## src/rtl/hazard_ctrl_pkg.sv

```systemverilog
// Shared encodings for the pipeline hazard controller: forwarding selects,
// rd-source codes, controller state and the bundled stall/flush controls.
package hazard_ctrl_pkg;

   localparam logic [1:0] FWD_NONE = 2'b00;
   localparam logic [1:0] FWD_WB   = 2'b01;
   localparam logic [1:0] FWD_MEM  = 2'b10;

   localparam logic [1:0] RD_SRC_ALU = 2'b00;
   localparam logic [1:0] RD_SRC_MEM = 2'b01;
   localparam logic [1:0] RD_SRC_PC  = 2'b10;
   localparam logic [1:0] RD_SRC_IMM = 2'b11;

   typedef enum logic [1:0] {
      HZ_IDLE     = 2'b00,
      HZ_MEM_WAIT = 2'b01,
      HZ_MEM_ERR  = 2'b10
   } hz_state_e;

   typedef struct packed {
      logic stall_f;
      logic stall_d;
      logic stall_e;
      logic stall_m;
      logic flush_d;
      logic flush_e;
   } hz_ctrl_t;

endpackage

```

## src/rtl/hazard_ctrl_fwd_sel.sv

```systemverilog
// Forwarding select for one execute-stage source register. The memory stage
// holds the younger result, so it wins over writeback.
module hazard_ctrl_fwd_sel
   import hazard_ctrl_pkg::*;
(
   input  logic [4:0] rs_e_i,
   input  logic [4:0] rd_m_i,
   input  logic       rd_write_m_i,
   input  logic [4:0] rd_w_i,
   input  logic       rd_write_w_i,
   output logic [1:0] fwd_o
);

   logic hit_m;
   logic hit_w;

   always_comb begin
      hit_m = rd_write_m_i && (rd_m_i != 5'd0) && (rd_m_i == rs_e_i);
      hit_w = rd_write_w_i && (rd_w_i != 5'd0) && (rd_w_i == rs_e_i);
      fwd_o = FWD_NONE;
      if (hit_m) begin
         fwd_o = FWD_MEM;
      end else if (hit_w) begin
         fwd_o = FWD_WB;
      end
   end

endmodule

```

## src/rtl/hazard_ctrl.sv

```systemverilog
// Pipeline hazard controller: operand forwarding, load-use and redirect
// handling, data-memory wait freeze with timeout, and stall/flush counters.
module hazard_ctrl
   import hazard_ctrl_pkg::*;
#(
   parameter int MEM_TIMEOUT = 64,
   parameter int CNT_W       = 32
) (
   input  logic             clk,
   input  logic             rst_n,
   input  logic [4:0]       rs1_d,
   input  logic [4:0]       rs2_d,
   input  logic [4:0]       rs1_e,
   input  logic [4:0]       rs2_e,
   input  logic [4:0]       rd_e,
   input  logic             rd_write_e,
   input  logic [1:0]       rd_write_src_e,
   input  logic             pc_write_e,
   input  logic [4:0]       rd_m,
   input  logic [4:0]       rd_w,
   input  logic             rd_write_m,
   input  logic             rd_write_w,
   input  logic             mem_req_m,
   input  logic             mem_ready_m,
   output logic [1:0]       forwarding_rs1_e,
   output logic [1:0]       forwarding_rs2_e,
   output logic             stall_f,
   output logic             stall_d,
   output logic             stall_e,
   output logic             stall_m,
   output logic             flush_d,
   output logic             flush_e,
   output logic             mem_err,
   output logic [CNT_W-1:0] stall_cycles,
   output logic [CNT_W-1:0] flush_cycles,
   output hz_state_e        dbg_state_o
);

   localparam int                WAIT_W    = (MEM_TIMEOUT > 2) ? $clog2(MEM_TIMEOUT) : 1;
   localparam logic [WAIT_W-1:0] WAIT_LAST = WAIT_W'(MEM_TIMEOUT - 1);

   hz_state_e        state_q;
   logic [WAIT_W-1:0] wait_cnt_q;
   logic             mem_err_q;
   logic [CNT_W-1:0] stall_cnt_q;
   logic [CNT_W-1:0] stall_cnt_d;
   logic [CNT_W-1:0] flush_cnt_q;
   logic [CNT_W-1:0] flush_cnt_d;

   logic [1:0] fwd1;
   logic [1:0] fwd2;
   logic       load_use;
   logic       mem_busy;
   hz_ctrl_t   ctrl;

   hazard_ctrl_fwd_sel u_fwd_rs1 (
      .rs_e_i       (rs1_e),
      .rd_m_i       (rd_m),
      .rd_write_m_i (rd_write_m),
      .rd_w_i       (rd_w),
      .rd_write_w_i (rd_write_w),
      .fwd_o        (fwd1)
   );

   hazard_ctrl_fwd_sel u_fwd_rs2 (
      .rs_e_i       (rs2_e),
      .rd_m_i       (rd_m),
      .rd_write_m_i (rd_write_m),
      .rd_w_i       (rd_w),
      .rd_write_w_i (rd_write_w),
      .fwd_o        (fwd2)
   );

   // A waiting access releases the freeze in the very cycle ready arrives.
   always_comb begin
      load_use = rd_write_e && (rd_write_src_e == RD_SRC_MEM) && (rd_e != 5'd0) &&
                 ((rd_e == rs1_d) || (rd_e == rs2_d));
      mem_busy = ((state_q == HZ_IDLE) && mem_req_m && !mem_ready_m) ||
                 ((state_q == HZ_MEM_WAIT) && !mem_ready_m) ||
                 (state_q == HZ_MEM_ERR);
   end

   always_comb begin
      ctrl = '0;
      if (!rst_n) begin
         ctrl = '0;
      end else if (mem_busy) begin
         ctrl.stall_f = 1'b1;
         ctrl.stall_d = 1'b1;
         ctrl.stall_e = 1'b1;
         ctrl.stall_m = 1'b1;
      end else if (pc_write_e) begin
         ctrl.flush_d = 1'b1;
         ctrl.flush_e = 1'b1;
      end else if (load_use) begin
         ctrl.stall_f = 1'b1;
         ctrl.stall_d = 1'b1;
         ctrl.flush_e = 1'b1;
      end
   end

   assign forwarding_rs1_e = rst_n ? fwd1 : FWD_NONE;
   assign forwarding_rs2_e = rst_n ? fwd2 : FWD_NONE;
   assign stall_f          = ctrl.stall_f;
   assign stall_d          = ctrl.stall_d;
   assign stall_e          = ctrl.stall_e;
   assign stall_m          = ctrl.stall_m;
   assign flush_d          = ctrl.flush_d;
   assign flush_e          = ctrl.flush_e;
   assign mem_err          = mem_err_q;
   assign stall_cycles     = stall_cnt_q;
   assign flush_cycles     = flush_cnt_q;
   assign dbg_state_o      = state_q;

   // wait_cnt_q counts stalled cycles of the current access; the error
   // state is absorbing until reset.
   always_ff @(posedge clk or negedge rst_n) begin
      if (!rst_n) begin
         state_q    <= HZ_IDLE;
         wait_cnt_q <= '0;
         mem_err_q  <= 1'b0;
      end else begin
         case (state_q)
            HZ_IDLE: begin
               if (mem_req_m && !mem_ready_m) begin
                  state_q    <= HZ_MEM_WAIT;
                  wait_cnt_q <= WAIT_W'(1);
               end
            end
            HZ_MEM_WAIT: begin
               if (mem_ready_m) begin
                  state_q    <= HZ_IDLE;
                  wait_cnt_q <= '0;
               end else if (wait_cnt_q == WAIT_LAST) begin
                  state_q   <= HZ_MEM_ERR;
                  mem_err_q <= 1'b1;
               end else begin
                  wait_cnt_q <= wait_cnt_q + WAIT_W'(1);
               end
            end
            HZ_MEM_ERR: begin
               mem_err_q <= 1'b1;
            end
            default: begin
               state_q    <= HZ_IDLE;
               wait_cnt_q <= '0;
            end
         endcase
      end
   end

   always_comb begin
      stall_cnt_d = stall_cnt_q;
      flush_cnt_d = flush_cnt_q;
      if (ctrl.stall_d && (stall_cnt_q != {CNT_W{1'b1}})) begin
         stall_cnt_d = stall_cnt_q + CNT_W'(1);
      end
      if (ctrl.flush_e && (flush_cnt_q != {CNT_W{1'b1}})) begin
         flush_cnt_d = flush_cnt_q + CNT_W'(1);
      end
   end

   always_ff @(posedge clk or negedge rst_n) begin
      if (!rst_n) begin
         stall_cnt_q <= '0;
         flush_cnt_q <= '0;
      end else begin
         stall_cnt_q <= stall_cnt_d;
         flush_cnt_q <= flush_cnt_d;
      end
   end

endmodule

```

## config.mk

```make
export PLATFORM = sky130hd
export DESIGN_NAME = hazard_ctrl
export DESIGN_NICKNAME = d
export VERILOG_FILES = /design/src/rtl/hazard_ctrl_pkg.sv /design/src/rtl/hazard_ctrl_fwd_sel.sv /design/src/rtl/hazard_ctrl.sv
export SDC_FILE = /design/constraint.sdc
export NUM_CORES = 1
export LEC_CHECK = 0
export ABC_CLOCK_PERIOD_IN_PS = 2090
export CORE_MARGIN = 2
export CORE_UTILIZATION = 43
export CTS_CLUSTER_SIZE = 28
export DETAILED_ROUTE_END_ITERATION = 8
export PLACE_DENSITY = 0.82
export SYNTH_ARGS = -nofsm -noshare
export SYNTH_HDL_FRONTEND = slang
export SYNTH_HIERARCHICAL = 1
export SYNTH_SLANG_ARGS = --single-unit
```

## constraint.sdc

```tcl
create_clock -name clk -period 2.09 [get_ports clk]
set_input_delay 0.3135 -clock clk [delete_from_list [all_inputs] [get_ports clk]]
set_output_delay 0.3135 -clock clk [all_outputs]
set_load 0.005 [all_outputs]
```

==> impl_metrics.ini, run 1 <==
[setup_path]
rrSetupSlack_ns = 0.06
path_max_fanout = 2
cp-startpoint = rs1_d[0]
worstRegToRegCells = 8
cp-start-kind = input pin
cp.required_ns = 1.78
critPathCaptureType = output port
r2r_end = flush_cycles[1]$_DFFE_PN0P_
r2r-start = flush_cycles[1]$_DFFE_PN0P_
worstPathArrival_ns = 1.78
worstSetupPathType = input pin to output port
endpoint = flush_e

[global_route]
grt_pass1_vias = 3903
track_usage = 0.227
grt_remaining_overflow = 0
grt_max_degree = 66
grt_pass1_wl_mm = 18.8
antenna_found_initial = 0

[power_and_ir_drop]
p_switching_mw = 1.09
power_density_mw_per_mm2 = 601
p_comb_frac = 0.263
ir_drop_uv = 441
p_int_mw = 2.77
p_sw_frac = 0.282
power_frac_seq = 0.414
p_leak_nw = 2.82
clkPwrFrac = 0.323

[detailed_routing]
vias_per_cell = 5.40
wl_per_cell_microns = 16.5
drtPass1Iterations = 5
ant_nets = 0
vias = 4013
drt_iter0_markers = 176
wl_mm = 12.2
drcViolationCount = 0

[timing]
finalHoldViolations = 0
fin_ws_ns = 0.00144
skew_ns = 0.0102
finalMaxSlewViolations = 0
setup_viol = 0
worst_pin_slew_ns = 0.814
max_freq_mhz = 479
fin_crit_sh = 0.999
fin_crit_ns = 2.09
grt_setup_unrepaired = yes
slew_headroom = 0.457
hold_slack_ns = 0.219

[clock_network]
root_buffer = clkbuf_8
clk-insertion-delay-late_ns = 0.35
tritoncts = built
numCtsBuffers = 9
clkTransAtPathRegs_ns = 0.08
cts_buffer_depth = 2
cts.htree.levels = 3
clock-sinks = 73

[cells_and_area]
finalNetCount = 653
drive_gt1_frac = 0.233
n_fill_cell = 749
area_growth_pct = 53.3
instances_no_fill = 743
postLayoutCoreUtil = 0.668
diodes = 0

[place]
pre_cts_slack_ns = -0.398
place.gp.congestion = 0.903
dp.cells = 710
port_buffers = 121
post-dp-hpwl_mm = 8.24

[die]
num_rows = 36
initial_core_util = 0.436
core-area_sq_mm = 0.00959
die_h_microns = 103
fp.dieW_microns = 103
dieArea_sq_mm = 0.0105
pin_count = 122

[synthesis]
synthesis.area_sq_mm = 0.00418
yosysSeqAreaShare = 0.437
synth_cells = 421
synth_nets = 469
syn_area_per_cell_sq_um = 9.94
synth-main-ff-cell = dfrtp_1
ys_types = 50
async_flop_share = 1.00
synth-seq-cells = 73
synth_edf_count = 0
ys_warn_count = 6

[run]
max-cap-violations = 0

[worst_hold_path]
holdCritPathClass = input pin to async pin

[status]
status = finished, final reports clean
-- registers in the layout, indices dropped and copies added (netlist names) --
signal and count:
wait_cnt_q 6, flush_cycles 32, dbg_state_o 2, stall_cycles 32
mem_err 1
-- cell usage in the layout, fill, tap and decap left out, types with 12 or more instances in the layout --
cell,instances
clkdlybuf4s50_1,82
dlygate4sd2_1,24
nor3_1,16
xnor2_1,55
nor2_1,16
and3_1,20
buf_4,60
nand4_1,21
nand3_1,42
nor4_2,12
nand2_1,33
xor2_1,29
dfrtp_1,72
-- logic make-up after synthesis --
kind of cell,after synthesis,share of synthesized area
fa+ha+maj,3,0.00897
simple gates,203,0.278
xor+xnor,87,0.182
compound gates,30,0.0589
buf+inv,23,0.0305
mux,2,0.00538
flops,73,0.437
-- layer usage --
| metal | track usage | part of all wire | vias up |
|---|---|---|---|
| li1 | - | - | 1870 |
| met1 | 0.278 | 0.40 | 1980 |
| met2 | 0.391 | 0.51 | 139 |
| met3 | 0.0658 | 0.065 | 24 |
| met4 | 0.0656 | 0.020 | 0 |
| met5 | 0 | 0 | - |
-- power groups by stage --
| stage | clock, mW | sequential [mW] | combinational, mW |
|---|---|---|---|
| 3_3_place_gp | 0 | 1.61 | 0.921 |
| 4_1_cts | 1.27 | 1.59 | 0.970 |
| 2_1_floorplan | 0 | 1.66 | 0.300 |
| 3_5_place_dp | 0 | 1.62 | 0.938 |
| 6_report | 1.24 | 1.59 | 1.01 |
| 5_1_grt | 1.34 | 1.61 | 1.10 |
-- timing repair --
| action | in CTS | in global routing |
|---|---|---|
| pin swaps | 22 | 8 |
| buffers inserted | 11 | 4 |
| cloned | 0 | 1 |
| endpoints found under the setup margin | 15 | 43 |
| gates resized for setup | 75 | 32 |
| endpoints found under the hold margin | 8 | 0 |
| hold buffers | 1 | 0 |
-- synth_stat cells, types with 3 or more instances --
library cell	count	share of area
buf_4	5	0.0090
nand3_1	42	0.050
and2_1	10	0.015
xor2_1	29	0.061
o21ai_0	8	0.0096
dfrtp_1	73	0.44
xnor2_1	58	0.12
nand3_2	3	0.0072
nand2_1	33	0.030
inv_1	8	0.0072
o31ai_1	3	0.0054
nor3_1	17	0.020
ha_1	3	0.0090
buf_2	6	0.0072
nor2_1	18	0.016
nand4_1	21	0.031
a21oi_1	4	0.0048
and4_1	3	0.0063
and3_1	20	0.030
nor4_1	15	0.022
-- critical path, cell delays in order --
cell and delay (ns):
clkdlybuf4s50_1 0.47, xnor2_1 0.12, nand3_1 0.12, buf_4 0.16, o221ai_4 0.19, and2_4 0.19
clkdlybuf4s15_2 0.20
-- cell type report --
cell class / instances / area (sq um) / share of cell area
inverter: 8 / 30.0 / 0.00468
sequential: 73 / 1830 / 0.285
tap: 133 / 166 / 0.0260
timing repair buffer: 187 / 1710 / 0.267
clock buffer: 11 / 141 / 0.0220
clock inverter: 5 / 78.8 / 0.0123
multi-input combinational: 326 / 2460 / 0.383
-- worst min-delay path by stage --
stage / start / to / slack [ns]
detailed placement: rst_n / wait_cnt_q[4]$_DFFE_PN0P_ / 0.30
global placement: rst_n / wait_cnt_q[5]$_DFFE_PN0P_ / 0.30
finish: rst_n / stall_cycles[29]$_DFFE_PN0P_ / 0.22
floorplan: rst_n / dbg_state_o[0]$_DFFE_PN0P_ / 0.02
global route: rst_n / mem_err$_DFFE_PN0P_ / 0.27
CTS: rst_n / mem_err$_DFFE_PN0P_ / 0.23
-- metrics by stage --
stage | instance area (sq um) | power, mW | setup TNS, ns
after floorplan | 4180 | 1.96 | 0
after global placement | 5840 | 2.54 | -16.98
after detailed placement | 5840 | 2.56 | -18.42
after CTS | 6200 | 3.84 | -0.0673
after global routing | 6410 | 4.05 | -0.435
final | 6410 | 3.85 | 0
(Power assumes the default switching activity.)
==> inputs of run 2 (changes only) <==
--- a/config.mk
+++ b/config.mk
@@ -5,7 +5,7 @@
 export SDC_FILE = /design/constraint.sdc
 export NUM_CORES = 1
 export LEC_CHECK = 0
-export ABC_CLOCK_PERIOD_IN_PS = 2090
+export ABC_CLOCK_PERIOD_IN_PS = 1900
 export CORE_MARGIN = 2
 export CORE_UTILIZATION = 43
 export CTS_CLUSTER_SIZE = 28
==> constraint.sdc (replaced) <==
create_clock -name clk -period 1.9 [get_ports clk]
set_input_delay 0.285 -clock clk [delete_from_list [all_inputs] [get_ports clk]]
set_output_delay 0.285 -clock clk [all_outputs]
set_load 0.005 [all_outputs]
==> impl_metrics.ini, run 2 (synthesis gave the netlist of run 1 again) <==
[cells_and_area]
diodes = 0
n_fill_cell = 614
final_common_cell = buf_4
drive_gt1_frac = 0.386
finalNetCount = 708
instances_no_fill = 798
area_growth_pct = 75.7
design_area_sq_mm = 0.00735
final_cell_mix = buf_4 (103), clkdlybuf4s50_1 (79), dfrtp_1 (71)

[detailed_routing]
wl_mm = 15.6
drcViolationCount = 0
vias_per_cell = 5.55
drtPass1Iterations = 4
drt_iter0_markers = 154
ant_nets = 0
vias = 4429
wl_per_cell_microns = 19.6

[clock_network]
clock-sinks = 73
tritoncts = built
clk-insertion-delay-late_ns = 0.38
clkTransAtPathRegs_ns = 0.09
root_buffer = clkbuf_8
hold_buffers = 0
numCtsBuffers = 9
cts.htree.levels = 3
cts_buffer_depth = 2

[setup_path]
critPathSlowestCell = dfrtp_1
max_stage_delay_ns = 0.43
worstRegToRegCells = 9
path_max_fanout = 6
worstPathArrival_ns = 2.25
critPathTopFamily = compound AO/OA/AOI/OAI gates
cp-start-kind = register
crit_chain = o21ai_2, a21boi_2, buf_4, a41o_4, buf_6, buf_8, buf_12, nand2_4, mux2_4
cp_num_buf_inv = 4
critPathCaptureType = register
worstSetupPathType = register to register
cp.required_ns = 2.15
cp.depth = 9

[timing]
skew_ns = 0.0168
fin_crit_sh = 1.05
max_freq_mhz = 500
fin_crit_ns = 2.00
slew_headroom = 0.635
fin_ws_ns = -0.0983
setup_viol = 34
finalMaxSlewViolations = 0
finalHoldViolations = 0
worst_pin_slew_ns = 0.547
setup_tns_ns = -1.63
grt_setup_unrepaired = yes

[power_and_ir_drop]
p_int_mw = 3.16
p_comb_frac = 0.296
p_sw_frac = 0.301
power_density_mw_per_mm2 = 615
p_leak_nw = 3.36
p_switching_mw = 1.36
clkPwrFrac = 0.311
ir_drop_uv = 465
power_frac_seq = 0.393

[place]
port_buffers = 121
place.gp.congestion = 0.853
post-dp-hpwl_mm = 8.68
placed_area_sq_mm = 0.00609
dp.cells = 736

[global_route]
track_usage = 0.243
grt_pass1_vias = 4214
grt_pass1_wl_mm = 20.2
grt_remaining_overflow = 0
grt_max_degree = 42
antenna_found_initial = 0

[status]
status = finished, violations left
failed_checks = negative setup slack

[die]
dieArea_sq_mm = 0.0105
pin_count = 122
initial_core_util = 0.436
die_h_microns = 103
core-area_sq_mm = 0.00959
num_rows = 36
fp.dieW_microns = 103

[run]
max-cap-violations = 0

[worst_hold_path]
holdCritPathClass = input pin to async pin
-- run 2: worst min-delay path, delay by kind of cell --
family                 cells  cell delay (ns)
buffers and inverters      3             0.67
-- run 2: path summary, 6_finish.rpt --
kind                                             from  slack [ns]                     endpoint
setup reg to reg           dbg_state_o[0]$_DFFE_PN0P_        -0.1  stall_cycles[1]$_DFFE_PN0P_
hold / removal                                  rst_n        0.14  flush_cycles[0]$_DFFE_PN0P_
min in group clk                          mem_ready_m        0.43    wait_cnt_q[0]$_DFFE_PN0P_
max in group asynchronous                       rst_n        0.80   dbg_state_o[1]$_DFFE_PN0P_
hold reg to reg                   mem_err$_DFFE_PN0P_        0.48          mem_err$_DFFE_PN0P_
setup / recovery           dbg_state_o[0]$_DFFE_PN0P_        -0.1  stall_cycles[1]$_DFFE_PN0P_
-- run 2: stage by stage --
step / hold slack, ns / worst slack [ns] / util / power (mW)
floorplan: -0.0106 / 0.000495 / - / 2.17
global placement: 0.452 / -0.526 / 0.635 / 2.82
detailed placement: 0.454 / -0.634 / 0.635 / 2.84
CTS: 0.144 / -0.0129 / 0.681 / 4.28
global route: 0.168 / -0.218 / 0.766 / 4.69
finish: 0.144 / -0.0983 / 0.766 / 4.52
-- run 2: area by class of cell --
cell class	instances	area, sq um	share of cell area
Multi-Input combinational cell	328	2950	0.401
Timing Repair Buffer	240	2160	0.294
Sequential cell	73	1830	0.249
Tap cell	133	166	0.0226
Clock buffer	11	141	0.0192
Clock inverter	5	78.8	0.0107
Inverter	8	30.0	0.00409
-- run 2: power groups by stage --
stage | sequential [mW] | clock, mW | combinational [mW]
finish | 1.78 | 1.40 | 1.34
global route | 1.79 | 1.48 | 1.42
CTS | 1.75 | 1.39 | 1.13
detailed placement | 1.79 | 0 | 1.06
global placement | 1.78 | 0 | 1.03
floorplan | 1.82 | 0 | 0.348
-- run 2: what timing repair did --
action / CTS / global route
cloned: 3 / 2
setup buffers: 11 / 32
hold endpoints to repair: 0 / 0
pin swaps: 33 / 79
setup endpoints to repair: 58 / 66
gates resized for setup: 106 / 106
-- run 2: per-layer routing --
layer,share of wire,GRT usage,vias to the layer above
li1,-,-,1984
met1,0.37,0.303,2202
met2,0.53,0.420,198
met3,0.068,0.0481,45
met4,0.028,0.0841,0
met5,0,0,-
==> inputs of run 3 (changes only) <==
--- a/config.mk
+++ b/config.mk
@@ -5,12 +5,13 @@
 export SDC_FILE = /design/constraint.sdc
 export NUM_CORES = 1
 export LEC_CHECK = 0
-export ABC_CLOCK_PERIOD_IN_PS = 1900
+export ABC_CLOCK_PERIOD_IN_PS = 2270
+export CAP_MARGIN = 30
 export CORE_MARGIN = 2
-export CORE_UTILIZATION = 43
+export CORE_UTILIZATION = 45
 export CTS_CLUSTER_SIZE = 28
 export DETAILED_ROUTE_END_ITERATION = 8
-export PLACE_DENSITY = 0.82
+export PLACE_DENSITY = 0.81
 export SYNTH_ARGS = -nofsm -noshare
 export SYNTH_HDL_FRONTEND = slang
 export SYNTH_HIERARCHICAL = 1
==> constraint.sdc (replaced) <==
create_clock -name clk -period 2.27 [get_ports clk]
set_input_delay 0.3405 -clock clk [delete_from_list [all_inputs] [get_ports clk]]
set_output_delay 0.3405 -clock clk [all_outputs]
set_load 0.005 [all_outputs]
==> impl_metrics.ini, run 3 (synthesis gave the netlist of run 1 again) <==
[worst_hold_path]
holdCritPathClass = input pin to async pin

[cells_and_area]
diodes = 0
n_fill_cell = 739
finalNetCount = 619
area_growth_pct = 42.5
drive_gt1_frac = 0.153
final_common_cell = clkdlybuf4s50_1
final_cell_mix = clkdlybuf4s50_1 (91), dfrtp_1 (72), xnor2_1 (58)

[timing]
skew_ns = 0.0151
fin_crit_sh = 0.980
fin_crit_ns = 2.22
grt_setup_unrepaired = yes
hold_slack_ns = 0.0223
slew_headroom = 0.459
max_freq_mhz = 449
setup_tns_ns = 0
finalHoldViolations = 0
worst_pin_slew_ns = 0.811
finalMaxSlewViolations = 0
setup_viol = 0

[setup_path]
worstPathArrival_ns = 1.88
worstSetupPathType = input pin to output port
cp_num_buf_inv = 2
max_stage_delay_ns = 0.51
crit_top_cell = clkdlybuf4s50_1
path_max_fanout = 3
critPathCaptureType = output port
cp.required_ns = 1.93
critPathSlowestCell = clkdlybuf4s50_1
crit_chain = clkdlybuf4s50_1, nor2_1, o311a_1, and2_1, clkdlybuf4s50_1
cp-start-kind = input pin
critPathTopFamily = buffers and inverters

[clock_network]
clkTransAtPathRegs_ns = 0.07
clock-sinks = 73
root_buffer = clkbuf_8
cts.htree.levels = 3
cts_buffer_depth = 2
tritoncts = built
numCtsBuffers = 9
clk-insertion-delay-late_ns = 0.35

[detailed_routing]
wl_per_cell_microns = 17.0
wl_mm = 11.6
drcViolationCount = 0
drtPass1Iterations = 4
drt_iter0_markers = 142
ant_nets = 0
vias = 3879
vias_per_cell = 5.65

[power_and_ir_drop]
p_leak_nw = 2.55
ir_drop_uv = 368
power_density_mw_per_mm2 = 562

[status]
status = finished, final reports clean

[global_route]
grt_pass1_wl_mm = 18.3
use_met3 = 0.0467
use_met2 = 0.383
antenna_found_initial = 0
grtUsageMet1 = 0.296
grt_max_degree = 66
grt_remaining_overflow = 0
grt_pass1_vias = 3838
track_usage = 0.227
busiest_layer = met2

[place]
port_buffers = 121
post-dp-hpwl_mm = 8.27
place.gp.congestion = 0.901

[die]
core-area_sq_mm = 0.00911
initial_core_util = 0.459
die_h_microns = 100
num_rows = 35
fp.dieW_microns = 100
dieArea_sq_mm = 0.0101
pin_count = 122

[run]
max-cap-violations = 0
[run 3: per-layer routing]
metal / vias to the layer above / wire [microns] / part of all wire
li1: 1806 / - / -
met2: 149 / 5780 / 0.50
met1: 1908 / 5050 / 0.43
met5: - / 0 / 0
met4: 0 / 131 / 0.011
met3: 16 / 683 / 0.059
[run 3: what timing repair did]
item	in CTS	in global routing
hold buffers	1	0
endpoints found under the setup margin	10	26
gates resized for setup	43	19
pin swaps	18	11
cloned	0	1
endpoints found under the hold margin	1	0
buffers inserted	3	3
[run 3: final cells by class]
cell class,count,area [sq um],share of cell area
sequential,73,1830,0.307
clock buffer,10,128,0.0214
clock inverter,5,81.3,0.0136
timing repair buffer,153,1430,0.240
inverter,8,30.0,0.00504
multi-input combinational,326,2320,0.390
tap,111,139,0.0233
[run 3: path summary, 6_finish.rpt]
| path | start | end | slack (ns) | cells past startpoint |
|---|---|---|---|---|
| setup / recovery | mem_req_m | flush_d | 0.05 | 5 |
| hold / removal | rst_n | dbg_state_o[0]$_DFFE_PN0P_ | 0.02 | 2 |
| setup reg to reg | stall_cycles[0]$_DFFE_PN0P_ | stall_cycles[1]$_DFFE_PN0P_ | 0.14 | 7 |
| hold reg to reg | mem_err$_DFFE_PN0P_ | mem_err$_DFFE_PN0P_ | 0.47 | 1 |
| max in group asynchronous | rst_n | flush_cycles[26]$_DFFE_PN0P_ | 1.43 | 2 |
| min in group clk | mem_ready_m | wait_cnt_q[0]$_DFFE_PN0P_ | 0.42 | 3 |
[run 3: where the power goes]
group	switching, mW	total, mW	internal, mW	leakage, nW
Sequential	0.141	1.53	1.39	0.986
Clock	0.494	1.11	0.614	0.102
Combinational	0.318	0.712	0.394	1.46
Total	0.952	3.35	2.40	2.55
[run 3: metrics by stage]
stage | instance area (sq um) | std cells | util | worst slack (ns) | power [mW]
after floorplan | 4180 | 421 | - | 0.260 | 1.80
after CTS | 5880 | 682 | 0.646 | 0.00261 | 3.36
after global placement | 5630 | 663 | 0.619 | -0.265 | 2.22
after global routing | 5960 | 686 | 0.655 | 0.00687 | 3.50
after detailed placement | 5630 | 663 | 0.619 | -0.359 | 2.25
final | 5960 | 686 | 0.655 | 0.0450 | 3.35
